[src/rtl/riscv_control_fsm.sv]
// riscv_control_fsm: multicycle control unit sequencing fetch/decode/execute/memory/writeback,
// counting retired instructions and halting on an illegal opcode.
module riscv_control_fsm #(
    parameter int MEM_WAIT = 0,
    parameter int CNT_BITS = 32
) (
    input  logic                clk,
    input  logic                rst,
    input  logic [6:0]          opcode,
    input  logic [2:0]          funct3,
    input  logic [3:0]          alu_flags,
    output logic                ir_we,
    output logic                pc_we,
    output logic                pc_src,
    output logic [3:0]          alu_cmd,
    output logic                alu_src,
    output logic                rf_src,
    output logic                rf_we,
    output logic                d_mem_we,
    output logic                halted,
    output logic [CNT_BITS-1:0] instr_count
);
    typedef enum logic [2:0] {FETCH, DECODE, EXEC, MEM, WB, HALT} state_t;
    typedef enum logic [2:0] {C_R, C_I, C_LD, C_ST, C_BR, C_LUI, C_JAL} cls_t;
    state_t state, state_nx;
    cls_t cls, cls_dec;
    logic boot, legal, taken, en, ex, mem_last, unused_zero;
    logic [3:0] wait_cnt;
    assign unused_zero = alu_flags[0];
    assign mem_last = wait_cnt == 4'd0;
    always_comb begin
        cls_dec = C_R;
        legal = 1'b1;
        case (opcode)
            7'b0110011: cls_dec = C_R;
            7'b0010011: cls_dec = C_I;
            7'b0000011: cls_dec = C_LD;
            7'b0100011: cls_dec = C_ST;
            7'b1100011: cls_dec = C_BR;
            7'b0110111: cls_dec = C_LUI;
            7'b1101111: cls_dec = C_JAL;
            default:    legal = 1'b0;
        endcase
        taken = 1'b0;
        case (funct3)
            3'b000:  taken = alu_flags[3];
            3'b001:  taken = !alu_flags[3];
            3'b100:  taken = alu_flags[1] ^ alu_flags[2];
            3'b101:  taken = !(alu_flags[1] ^ alu_flags[2]);
            default: taken = 1'b0;
        endcase
    end
    always_comb begin
        state_nx = state;
        case (state)
            FETCH:   state_nx = boot ? FETCH : DECODE;
            DECODE:  state_nx = legal ? EXEC : HALT;
            EXEC:    state_nx = cls == C_BR ? FETCH : (cls == C_LD || cls == C_ST) ? MEM : WB;
            MEM:     state_nx = !mem_last ? MEM : cls == C_LD ? WB : FETCH;
            WB:      state_nx = FETCH;
            HALT:    state_nx = HALT;
            default: state_nx = FETCH;
        endcase
    end
    // Reset and the boot cycle after it force every strobe low, so an abort never leaks a pulse.
    always_comb begin
        en       = !rst && !boot;
        ex       = state == EXEC || state == MEM || state == WB;
        ir_we    = en && state == FETCH;
        alu_cmd  = !(en && ex) ? 4'd0 : cls == C_R ? 4'd0 : (cls == C_I || cls == C_LD) ? 4'd1 :
                   cls == C_ST ? 4'd2 : cls == C_BR ? 4'd3 : cls == C_LUI ? 4'd4 : 4'd5;
        alu_src  = en && ex && !(cls == C_R || cls == C_BR);
        pc_we    = en && ((state == EXEC && cls == C_BR) || (state == MEM && cls == C_ST && mem_last) || state == WB);
        pc_src   = en && ((state == EXEC && cls == C_BR && taken) || (state == WB && cls == C_JAL));
        rf_src   = en && (state == MEM || state == WB) && cls == C_LD;
        rf_we    = en && state == WB;
        d_mem_we = en && state == MEM && cls == C_ST && wait_cnt == 4'(MEM_WAIT);
        halted   = !rst && state == HALT;
    end
    always_ff @(posedge clk) begin
        if (rst) begin
            state       <= FETCH;
            boot        <= 1'b1;
            cls         <= C_R;
            wait_cnt    <= 4'd0;
            instr_count <= '0;
        end else begin
            boot     <= 1'b0;
            state    <= state_nx;
            cls      <= state == DECODE ? cls_dec : cls;
            wait_cnt <= state == EXEC ? 4'(MEM_WAIT) : (state == MEM && !mem_last) ? wait_cnt - 4'd1 : wait_cnt;
            if (pc_we) instr_count <= instr_count + 1'b1;
        end
    end
endmodule

[config.mk]
export PLATFORM = sky130hd
export DESIGN_NAME = riscv_control_fsm
export DESIGN_NICKNAME = d
export VERILOG_FILES = /design/src/rtl/riscv_control_fsm.sv
export SDC_FILE = /design/constraint.sdc
export NUM_CORES = 1
export LEC_CHECK = 0
export CAP_MARGIN = 20
export CORE_AREA = 2 2 92 94
export CTS_CLUSTER_DIAMETER = 50
export DETAILED_ROUTE_END_ITERATION = 8
export DIE_AREA = 0 0 94 96
export SYNTH_ARGS = -nofsm -noshare
export SYNTH_HDL_FRONTEND = slang
export SYNTH_SLANG_ARGS = --single-unit
[constraint.sdc]
create_clock -name clk -period 2.41 [get_ports clk]
set_clock_uncertainty 0.05 [all_clocks]
set_input_delay 0.241 -clock clk [delete_from_list [all_inputs] [get_ports clk]]
set_output_delay 0.241 -clock clk [all_outputs]
set_load 0.005 [all_outputs]
==> results of run 1 <==
[flip-flops by register name (all words and copies together), names as in the netlist]
| signal | flops |
|---|---|
| instr_count | 32 |
| boot | 1 |
| cls | 3 |
| wait_cnt | 4 |
| state | 3 |
[metrics by stage]
stage,area [um2],setup WS [ns],hold slack [ns],instances
2_1_floorplan,2390,-0.0771,0.219,297
3_3_place_gp,3330,-0.439,0.432,484
3_5_place_dp,3330,-0.457,0.435,484
4_1_cts,3500,-0.182,0.447,496
5_1_grt,3560,-0.277,0.468,500
6_report,3560,-0.201,0.444,500
[kinds of logic (layout without fill, tap and decap cells)]
| group | count (synthesis) | after routing | share of synthesized area, % |
|---|---|---|---|
| xor gates and xnor gates | 12 | 12 | 4.48 |
| other | 1 | 1 | 0.160 |
| and+or+nand+nor | 125 | 125 | 30.6 |
| DFF | 43 | 43 | 36.7 |
| adders and majority gates | 2 | 2 | 1.07 |
| AOI/OAI and AO/OA | 86 | 86 | 22.0 |
| muxes | 1 | 1 | 0.426 |
| buffers and inverters | 27 | 125 | 4.58 |
[area by class of cell]
| type | instances | area (um2) |
|---|---|---|
| fillers | 839 | 4490 |
| clock buffers | 6 | 72.6 |
| inverters | 12 | 45.0 |
| repair buffers | 105 | 956 |
| multi-input cells | 227 | 1480 |
| flip-flops and latches | 43 | 866 |
| well taps | 105 | 131 |
| clock inverters | 2 | 12.5 |
[per-layer routing]
metal | global-route usage (%) | vias up | part of all wire (%)
li1 | - | 1301 | -
met1 | 18.4 | 1166 | 47
met2 | 23.8 | 58 | 47
met3 | 3.21 | 7 | 4.8
met4 | 3.26 | 0 | 0.86
met5 | 0 | - | 0
[cell usage after synthesis, types with 2 or more instances]
cell	n	area share (%)
clkbuf_1	10	1.6
buf_2	2	0.43
inv_1	11	1.8
a311o_1	2	0.85
or3_1	15	4.0
xnor2_1	8	3.0
nand2_1	16	2.6
and4_1	2	0.75
nand3b_1	3	0.96
ha_1	2	1.1
or4_1	14	4.5
or3b_2	3	1.1
xor2_1	4	1.5
buf_1	2	0.32
nor3_1	4	0.85
nand2b_1	3	0.80
o31ai_1	11	3.5
nor4_1	3	0.80
o21ai_0	20	4.3
a21oi_1	37	7.9
or2_2	4	1.1
nand4_1	9	2.4
nor2b_1	2	0.53
a211oi_1	3	0.96
nand3_1	15	3.2
dfxtp_1	43	37
nor2_1	22	3.5
o311ai_1	2	0.75
[path summary, 6_finish.rpt]
| kind | from | endpoint | slack, ns | depth (start not counted) |
|---|---|---|---|---|
| max | wait_cnt[1] | instr_count[28] | -0.20 | 9 |
| max reg2reg | wait_cnt[1] | instr_count[28] | -0.20 | 9 |
| min | instr_count[31] | instr_count[31] | 0.44 | 2 |
| min reg2reg | instr_count[31] | instr_count[31] | 0.44 | 2 |
[tightest hold or removal path, stage by stage, from the launching register on]
cell	delay, ns
dfxtp_1	0.32
o21ai_0	0.07
a21oi_1	0.06
[power groups by stage]
stage / Sequential [W] / Combinational [W] / Clock [W]
final: 0.000720 / 0.000120 / 0.000457
after global routing: 0.000722 / 0.000133 / 0.000498
after CTS: 0.000720 / 0.000117 / 0.000470
after detailed placement: 0.000737 / 0.000114 / 0
after global placement: 0.000737 / 0.000113 / 0
after floorplan: 0.000737 / 0.0000574 / 0
[timing repair]
| action | in CTS | in global routing |
|---|---|---|
| gates cloned | 1 | 0 |
| buffers inserted | 3 | 4 |
| hold endpoints to repair | 0 | 0 |
| resized for setup | 22 | 21 |
| endpoints found under the setup margin | 31 | 34 |
| pin swaps | 7 | 4 |
==> impl_metrics.tcl, run 1 <==
set metrics [dict create \
    status "finished, violations left" \
    violations "setup timing" \
    path_delay_family "simple AND/OR/NAND/NOR gates" \
    syn_area_um2 2350 \
    antenna_found_initial 0 \
    yosys_warnings 0 \
    synth-seq-cells 43 \
    h-tree-depth 2 \
    clock-root-buffer "clkbuf_8" \
    dr.pass1.iters 4 \
    cts-buffers-inserted 5 \
    critical_path_peak_fanout 5 \
    io_pins 60 \
    dp_hpwl_um 4610 \
    finalSetupTns_ns -2.52 \
    clk_latency_ns 0.29 \
    maxSlewViolCount 0 \
    post-route-util_pct 44.2 \
    hold_viol_final 0 \
    final_common_cell "clkdlybuf4s50_1" \
    critical_path_required_ns 2.59 \
    clockBufferDepth 2 \
    timing.fmax_mhz 383 \
    tightest_slew_ns 0.574 \
    p_int_w 0.000980 \
    syn2layout_area_growth_pct 51.5 \
    grt_setup_unrepaired "yes" \
    gp_congestion 0.859 \
    drtIter0Drc 63 \
    crit_chain "inv_2 > ha_4 > or3b_4 > or4_4 > buf_4 > buf_6 > a311o_1 > or3b_4 > a21oi_2" \
    vias_per_cell 5.06 \
    ys_types 53 \
    antennaDiodeCount 0 \
    worst_slack_ns -0.201 \
    synth_nets 315 \
    clock-sinks 43 \
    p_leak_nw 1.21 \
    max_stage_delay_ns 0.51 \
    start_kind "register" \
    antenna_left 0 \
    clk_transition_reported_paths_ns 0.09 \
    crit_top_cell "or3b_4" \
    crit_buf_inv 3 \
    period_share_pct 108 \
    fin_crit_ns 2.61 \
    grt_start_max_net_pins 43 \
    maxCapViolations 0 \
    power_frac_seq_pct 55.5 \
    grt_pass1_vias 2281 \
    wire_per_inst_um 12.9 \
    holdBufCountCts 0 \
    setup_violations 23 \
    drive_gt1_share_pct 23.0 \
    ys_seq_area_share_pct 36.7 \
    ir_drop_mv 0.240 \
    cp_data_arrival_time_ns 2.79 \
    start_util_pct 29.2 \
    numPortBuffers 57 \
    async_reset_ff_share_pct 0 \
    final_cell_mix "49 x clkdlybuf4s50_1, 42 x buf_4, 39 x dfxtp_1, 36 x a21oi_1, 22 x nor2_1" \
    core_um2 8050 \
    grt_use_total_pct 14.1 \
    die_w_um 94 \
    p_switching_w 0.000318 \
    die_h_um 96 \
    max_slew_margin_pct 61.7 \
    avgSynthCellArea_um2 7.91 \
    p_total_w 0.00130 \
    grt_pass1_wl_um 10400 \
    nets 412 \
    placementRows 33 \
    power_frac_comb_pct 9.3 \
    drc_errors 0 \
    die_area_um2 9020 \
    switching_share_pct 24.5 \
    critPathKind "reg2reg" \
    routed_wl_um 6470 \
    cts_tree "done" \
    cellPowerDensity_nw_per_um2 365 \
    synth_edf_count 0 \
    clock_power_share_pct 35.2 \
    hold_path_class "reg2reg" \
    critPathSlowestCell "or4_4" \
    critPathCaptureType "register" \
    synth_ff_type "dfxtp_1" \
    num_vias 2532 \
    netlist_instances 297 \
    overflow 0 \
]
(Power assumes the default switching activity.)
==> run 2, diff against run 1 <==
MAX_ROUTING_LAYER = met4   (was unset)
==> run 2 against run 1 <==
  * The run still ends with setup timing left
  * First-iteration DRC count up 13%
  * Clock-buffer cell count is the same
  * Sequential share of layout area barely moved
  * Routed wire length stayed put
  * Sequential power about the same
  * Cell area fell by 0.14%
  * Core utilization is 0.062 points lower
  * Clock power hardly changed
==> impl_metrics.tcl, run 2 (same netlist as run 1, synthesis figures left out) <==
set metrics [dict create \
    gp_congestion 0.873 \
    hold_path_class "reg2reg" \
    h-tree-depth 2 \
    routed_wl_um 6470 \
    cts-buffers-inserted 5 \
    status "finished, violations left" \
    io_pins 60 \
    cellPowerDensity_nw_per_um2 365 \
    maxSlewViolCount 0 \
    clock-sinks 43 \
    tightest_slew_ns 0.578 \
    final_cell_mix "49 x clkdlybuf4s50_1, 42 x buf_4, 39 x dfxtp_1, 36 x a21oi_1, 22 x nor2_1" \
    wl_met1_um 3020 \
    grt_pass1_wl_um 10500 \
    dr_wl_met2_um 3080 \
    start_util_pct 29.2 \
    fillers 840 \
    clk_transition_reported_paths_ns 0.08 \
    critPathSlowestCell "or4_4" \
    overflow 0 \
    die_area_um2 9020 \
    max_slew_margin_pct 61.4 \
    antenna_left 0 \
    hold_viol_final 0 \
    dp_hpwl_um 4610 \
    core_um2 8050 \
    crit_top_cell "or3b_4" \
    crit_buf_inv 3 \
    largest_reg_flops 32 \
    setup_violations 23 \
    timing.fmax_mhz 383 \
    reg_top3 "instr_count x32, wait_cnt x4" \
    p_total_w 0.00130 \
    grt_pass1_vias 2292 \
    clk_latency_ns 0.29 \
    top_register "instr_count" \
    max_stage_delay_ns 0.51 \
    cp_data_arrival_time_ns 2.79 \
    violations "setup timing" \
    worst_slack_ns -0.202 \
    ir_drop_mv 0.240 \
    antennaDiodeCount 0 \
    clockBufferDepth 2 \
    num_vias 2531 \
    p_leak_nw 1.21 \
    critPathCaptureType "register" \
    highest_layer "met4" \
    wire_per_inst_um 12.9 \
    holdBufCountCts 0 \
    period_share_pct 108 \
    critical_path_required_ns 2.59 \
    maxCapViolations 0 \
    clock-root-buffer "clkbuf_8" \
    die_h_um 96 \
    placementRows 33 \
    cts_tree "done" \
    critical_path_peak_fanout 5 \
    drive_gt1_share_pct 23.3 \
    crit_chain "inv_2 > ha_4 > or3b_4 > or4_4 > buf_4 > buf_6 > a311o_1 > or3b_4 > a21oi_2" \
    start_kind "register" \
    final_common_cell "clkdlybuf4s50_1" \
    syn2layout_area_growth_pct 51.3 \
    nets 412 \
    drtIter0Drc 71 \
    critPathKind "reg2reg" \
    grt_setup_unrepaired "yes" \
    wl_met3_um 316 \
    vias_per_cell 5.06 \
    drc_errors 0 \
    place_ws_ns -0.457 \
    grt_use_total_pct 14.5 \
    path_delay_family "simple AND/OR/NAND/NOR gates" \
    die_w_um 94 \
    antenna_found_initial 0 \
    r2r_slack_ns -0.20 \
    dr.pass1.iters 4 \
    fin_crit_ns 2.61 \
    grt_start_max_net_pins 43 \
    numPortBuffers 57 \
]
==> run 2: timing repair <==
item / in CTS / in global routing
endpoints found under the setup margin: 31 / 34
setup buffers: 3 / 4
pin swaps: 7 / 4
resized for setup: 22 / 22
hold endpoints to repair: 0 / 0
gates cloned: 1 / 0
==> run 2: final cells by class <==
class / instances / area (um2) / area share (%)
Clock buffer: 6 / 72.6 / 2.04
Clock inverter: 2 / 12.5 / 0.352
Inverter: 12 / 45.0 / 1.27
Multi-Input combinational cell: 227 / 1480 / 41.5
Sequential cell: 43 / 866 / 24.4
Tap cell: 105 / 131 / 3.70
Timing Repair Buffer: 105 / 951 / 26.8
==> run 2: power breakdown <==
group	total [W]	internal [W]	switching (W)
Sequential	0.000720	0.000716	0.00000433
Combinational	0.000120	0.0000614	0.0000586
Clock	0.000457	0.000203	0.000254
==> run 2: worst paths after layout <==
path                                      start               to  depth (start not counted)
worst min register to register  instr_count[31]  instr_count[31]                          2
worst max-delay path                wait_cnt[1]  instr_count[28]                          9
worst max register to register      wait_cnt[1]  instr_count[28]                          9
worst min-delay path            instr_count[31]  instr_count[31]                          2
==> run 2: worst reg2reg max path, stage by stage, from the launching register on <==
cell and delay (ns):
dfxtp_2 0.33, inv_2 0.06, ha_4 0.13, or3b_4 0.38, or4_4 0.52, buf_4 0.16
buf_6 0.11, a311o_1 0.31, or3b_4 0.39, a21oi_2 0.11
==> run 2: metal layers <==
layer  up-vias  track usage [%]
met5         -                -
met4         0             3.26
met3         7             2.98
met2        60             23.8
met1      1163             18.6
li1       1301                -
==> run 2: per-stage QoR <==
stage | area [um2] | instances | utilization [%] | hold slack [ns] | setup TNS (ns)
3_5_place_dp | 3330 | 484 | 41.3 | 0.435 | -7.26
2_1_floorplan | 2390 | 297 | - | 0.219 | -0.278
5_1_grt | 3550 | 500 | 44.1 | 0.469 | -4.13
3_3_place_gp | 3330 | 484 | 41.3 | 0.432 | -6.91
6_report | 3550 | 500 | 44.1 | 0.444 | -2.52
4_1_cts | 3500 | 496 | 43.4 | 0.447 | -2.28
==> run 3, diff against run 2 <==
--- a/config.mk
+++ b/config.mk
@@ -8,2 +8,4 @@
 export CAP_MARGIN = 20
+export CELL_PAD_IN_SITES_DETAIL_PLACEMENT = 0
+export CELL_PAD_IN_SITES_GLOBAL_PLACEMENT = 1
 export CORE_AREA = 2 2 92 94
@@ -13,2 +15,3 @@
 export MAX_ROUTING_LAYER = met4
+export PLACE_DENSITY = 0.72
 export SYNTH_ARGS = -nofsm -noshare
==> constraint.sdc (replaced) <==
create_clock -name clk -period 2.41 [get_ports clk]
set_clock_uncertainty 0.05 [all_clocks]
set_input_delay 0.482 -clock clk [delete_from_list [all_inputs] [get_ports clk]]
set_output_delay 0.482 -clock clk [all_outputs]
set_load 0.005 [all_outputs]
==> run 3 against run 2 <==
  * The run still ends with setup timing left
  * Cell area grew 8.9%
  * Die area stayed put
  * Final cell count grew 3.2%
  * Flip-flop and latch count did not move
  * Power increased by 11%
  * Core utilization up 3.9 points
  * Largest power group unchanged
==> impl_metrics.tcl, run 3 (same netlist as run 1, synthesis figures left out) <==
set metrics [dict create \
    maxCapViolations 0 \
    critPathCaptureType "register" \
    num_vias 2662 \
    placementRows 33 \
    grt_pass1_wl_um 11600 \
    switching_share_pct 23.5 \
    timing.fmax_mhz 392 \
    power_frac_comb_pct 9.7 \
    critical_path_required_ns 2.58 \
    drtIter0Drc 110 \
    io_pins 60 \
    cts-buffers-inserted 5 \
    grt_use_total_pct 16.3 \
    start_util_pct 29.2 \
    violations "setup timing" \
    p_switching_w 0.000338 \
    design_area_um2 3870 \
    p_int_w 0.00110 \
    nets 428 \
    drive_gt1_share_pct 31.1 \
    crit_chain "inv_2 > ha_4 > or3b_4 > or4_4 > a311o_2 > or4_1 > a21oi_1" \
    clock_power_share_pct 40.1 \
    clockBufferDepth 2 \
    max_stage_delay_ns 0.49 \
    critPathKind "reg2reg" \
    final_common_cell "buf_4" \
    period_share_pct 106 \
    post-route-util_pct 48.0 \
    antennaDiodeCount 0 \
    numPortBuffers 57 \
    hold_path_class "reg2reg" \
    cts_tree "done" \
    cellPowerDensity_nw_per_um2 371 \
    die_area_um2 9020 \
    reg_top3 "instr_count x32, wait_cnt x4" \
    worst_slack_ns -0.139 \
    grt_start_max_net_pins 43 \
    grt_pass1_vias 2565 \
    clk_transition_reported_paths_ns 0.09 \
    grt_setup_unrepaired "yes" \
    status "finished, violations left" \
    wire_per_inst_um 13.9 \
    critical_path_peak_fanout 7 \
    hold_viol_final 0 \
    dr.pass1.iters 4 \
    power_frac_seq_pct 50.2 \
    vias_per_cell 5.16 \
    tightest_slew_ns 0.545 \
    clk_latency_ns 0.29 \
    critPathSlowestCell "or4_1" \
    overflow 0 \
    fin_crit_ns 2.55 \
    setup_violations 25 \
    h-tree-depth 2 \
    largest_reg_flops 32 \
    antenna_found_initial 0 \
    p_leak_nw 1.34 \
    routed_wl_um 7190 \
    ir_drop_mv 0.209 \
    final_cell_mix "52 x buf_4, 47 x clkdlybuf4s50_1, 39 x dfxtp_1, 30 x a21oi_1, 21 x nor2_1" \
    die_w_um 94 \
    syn2layout_area_growth_pct 64.7 \
    start_kind "register" \
    die_h_um 96 \
    clock-root-buffer "clkbuf_8" \
    gp_congestion 0.892 \
    core_um2 8050 \
    dp_hpwl_um 4770 \
    max_slew_margin_pct 63.6 \
    r2r_slack_ns -0.14 \
    drc_errors 0 \
    place_area_um2 3400 \
    maxSlewViolCount 0 \
    cp_data_arrival_time_ns 2.72 \
    antenna_left 0 \
    top_register "instr_count" \
    clock-sinks 43 \
]
[run 3: cell types whose count changed in the layout (fill, tap and decap cells not counted), moves of 2 or more]
cell | before | now
or4_1 | 13 | 9
clkdlybuf4s50_1 | 49 | 47
or4_4 | 2 | 6
a21oi_2 | 1 | 7
o21ai_0 | 19 | 17
clkbuf_16 | 0 | 2
buf_4 | 42 | 52
a21oi_1 | 36 | 30
buf_6 | 4 | 9
[run 3: per-stage QoR]
stage	std cells	hold slack [ns]	total power, W	TNS (ns)	setup WS [ns]
5_1_grt	516	0.484	0.00150	-3.77	-0.205
6_report	516	0.456	0.00144	-1.83	-0.139
3_3_place_gp	494	0.434	0.000860	-18.13	-0.669
2_1_floorplan	297	0.424	0.000794	-0.278	-0.0771
3_5_place_dp	494	0.445	0.000861	-18.78	-0.715
4_1_cts	513	0.459	0.00145	-3.96	-0.200
[run 3: worst paths after layout]
check	from	endpoint	depth (start not counted)
setup reg to reg	wait_cnt[1]	instr_count[27]	7
hold / removal	instr_count[31]	instr_count[31]	2
setup / recovery	wait_cnt[1]	instr_count[27]	7
hold reg to reg	instr_count[31]	instr_count[31]	2
[run 3: final cells by class]
class | count | area [um2]
sequential | 43 | 866
fill | 792 | 4180
clock buffer | 5 | 68.8
inverter | 12 | 47.5
clock inverter | 3 | 43.8
timing repair buffer | 120 | 1110
tap | 105 | 131
multi-input combinational | 228 | 1600
[run 3: what timing repair did]
item	CTS	global route
cloned	3	0
pin swaps	37	9
hold buffers	0	0
resized for setup	58	29
setup endpoints to repair	39	37
buffers inserted	8	3
[run 3: power by group through the flow]
stage               Clock (W)  Combinational [W]  Sequential, W
detailed placement          0           0.000124       0.000737
global placement            0           0.000123       0.000737
finish               0.000575           0.000139       0.000722
floorplan                   0          0.0000574       0.000737
global route         0.000625           0.000151       0.000723
CTS                  0.000592           0.000133       0.000721
[run 3: critical path: cells and delay by family, from the launching register on]
family / cells / cell delay, ns
adders and majority gates: 1 / 0.12
buffers and inverters: 1 / 0.06
DFF: 1 / 0.34
and+or+nand+nor: 3 / 1.35
AOI/OAI and AO/OA: 2 / 0.57
[run 3: metal layers]
metal | part of all wire (%) | vias up | global-route usage (%) | wire length (um)
li1 | - | 1336 | - | -
met1 | 43 | 1265 | 18.9 | 3070
met2 | 52 | 55 | 29.2 | 3710
met3 | 4.9 | 6 | 3.37 | 354
met4 | 0.72 | 0 | 3.14 | 52
met5 | 0 | - | - | 0
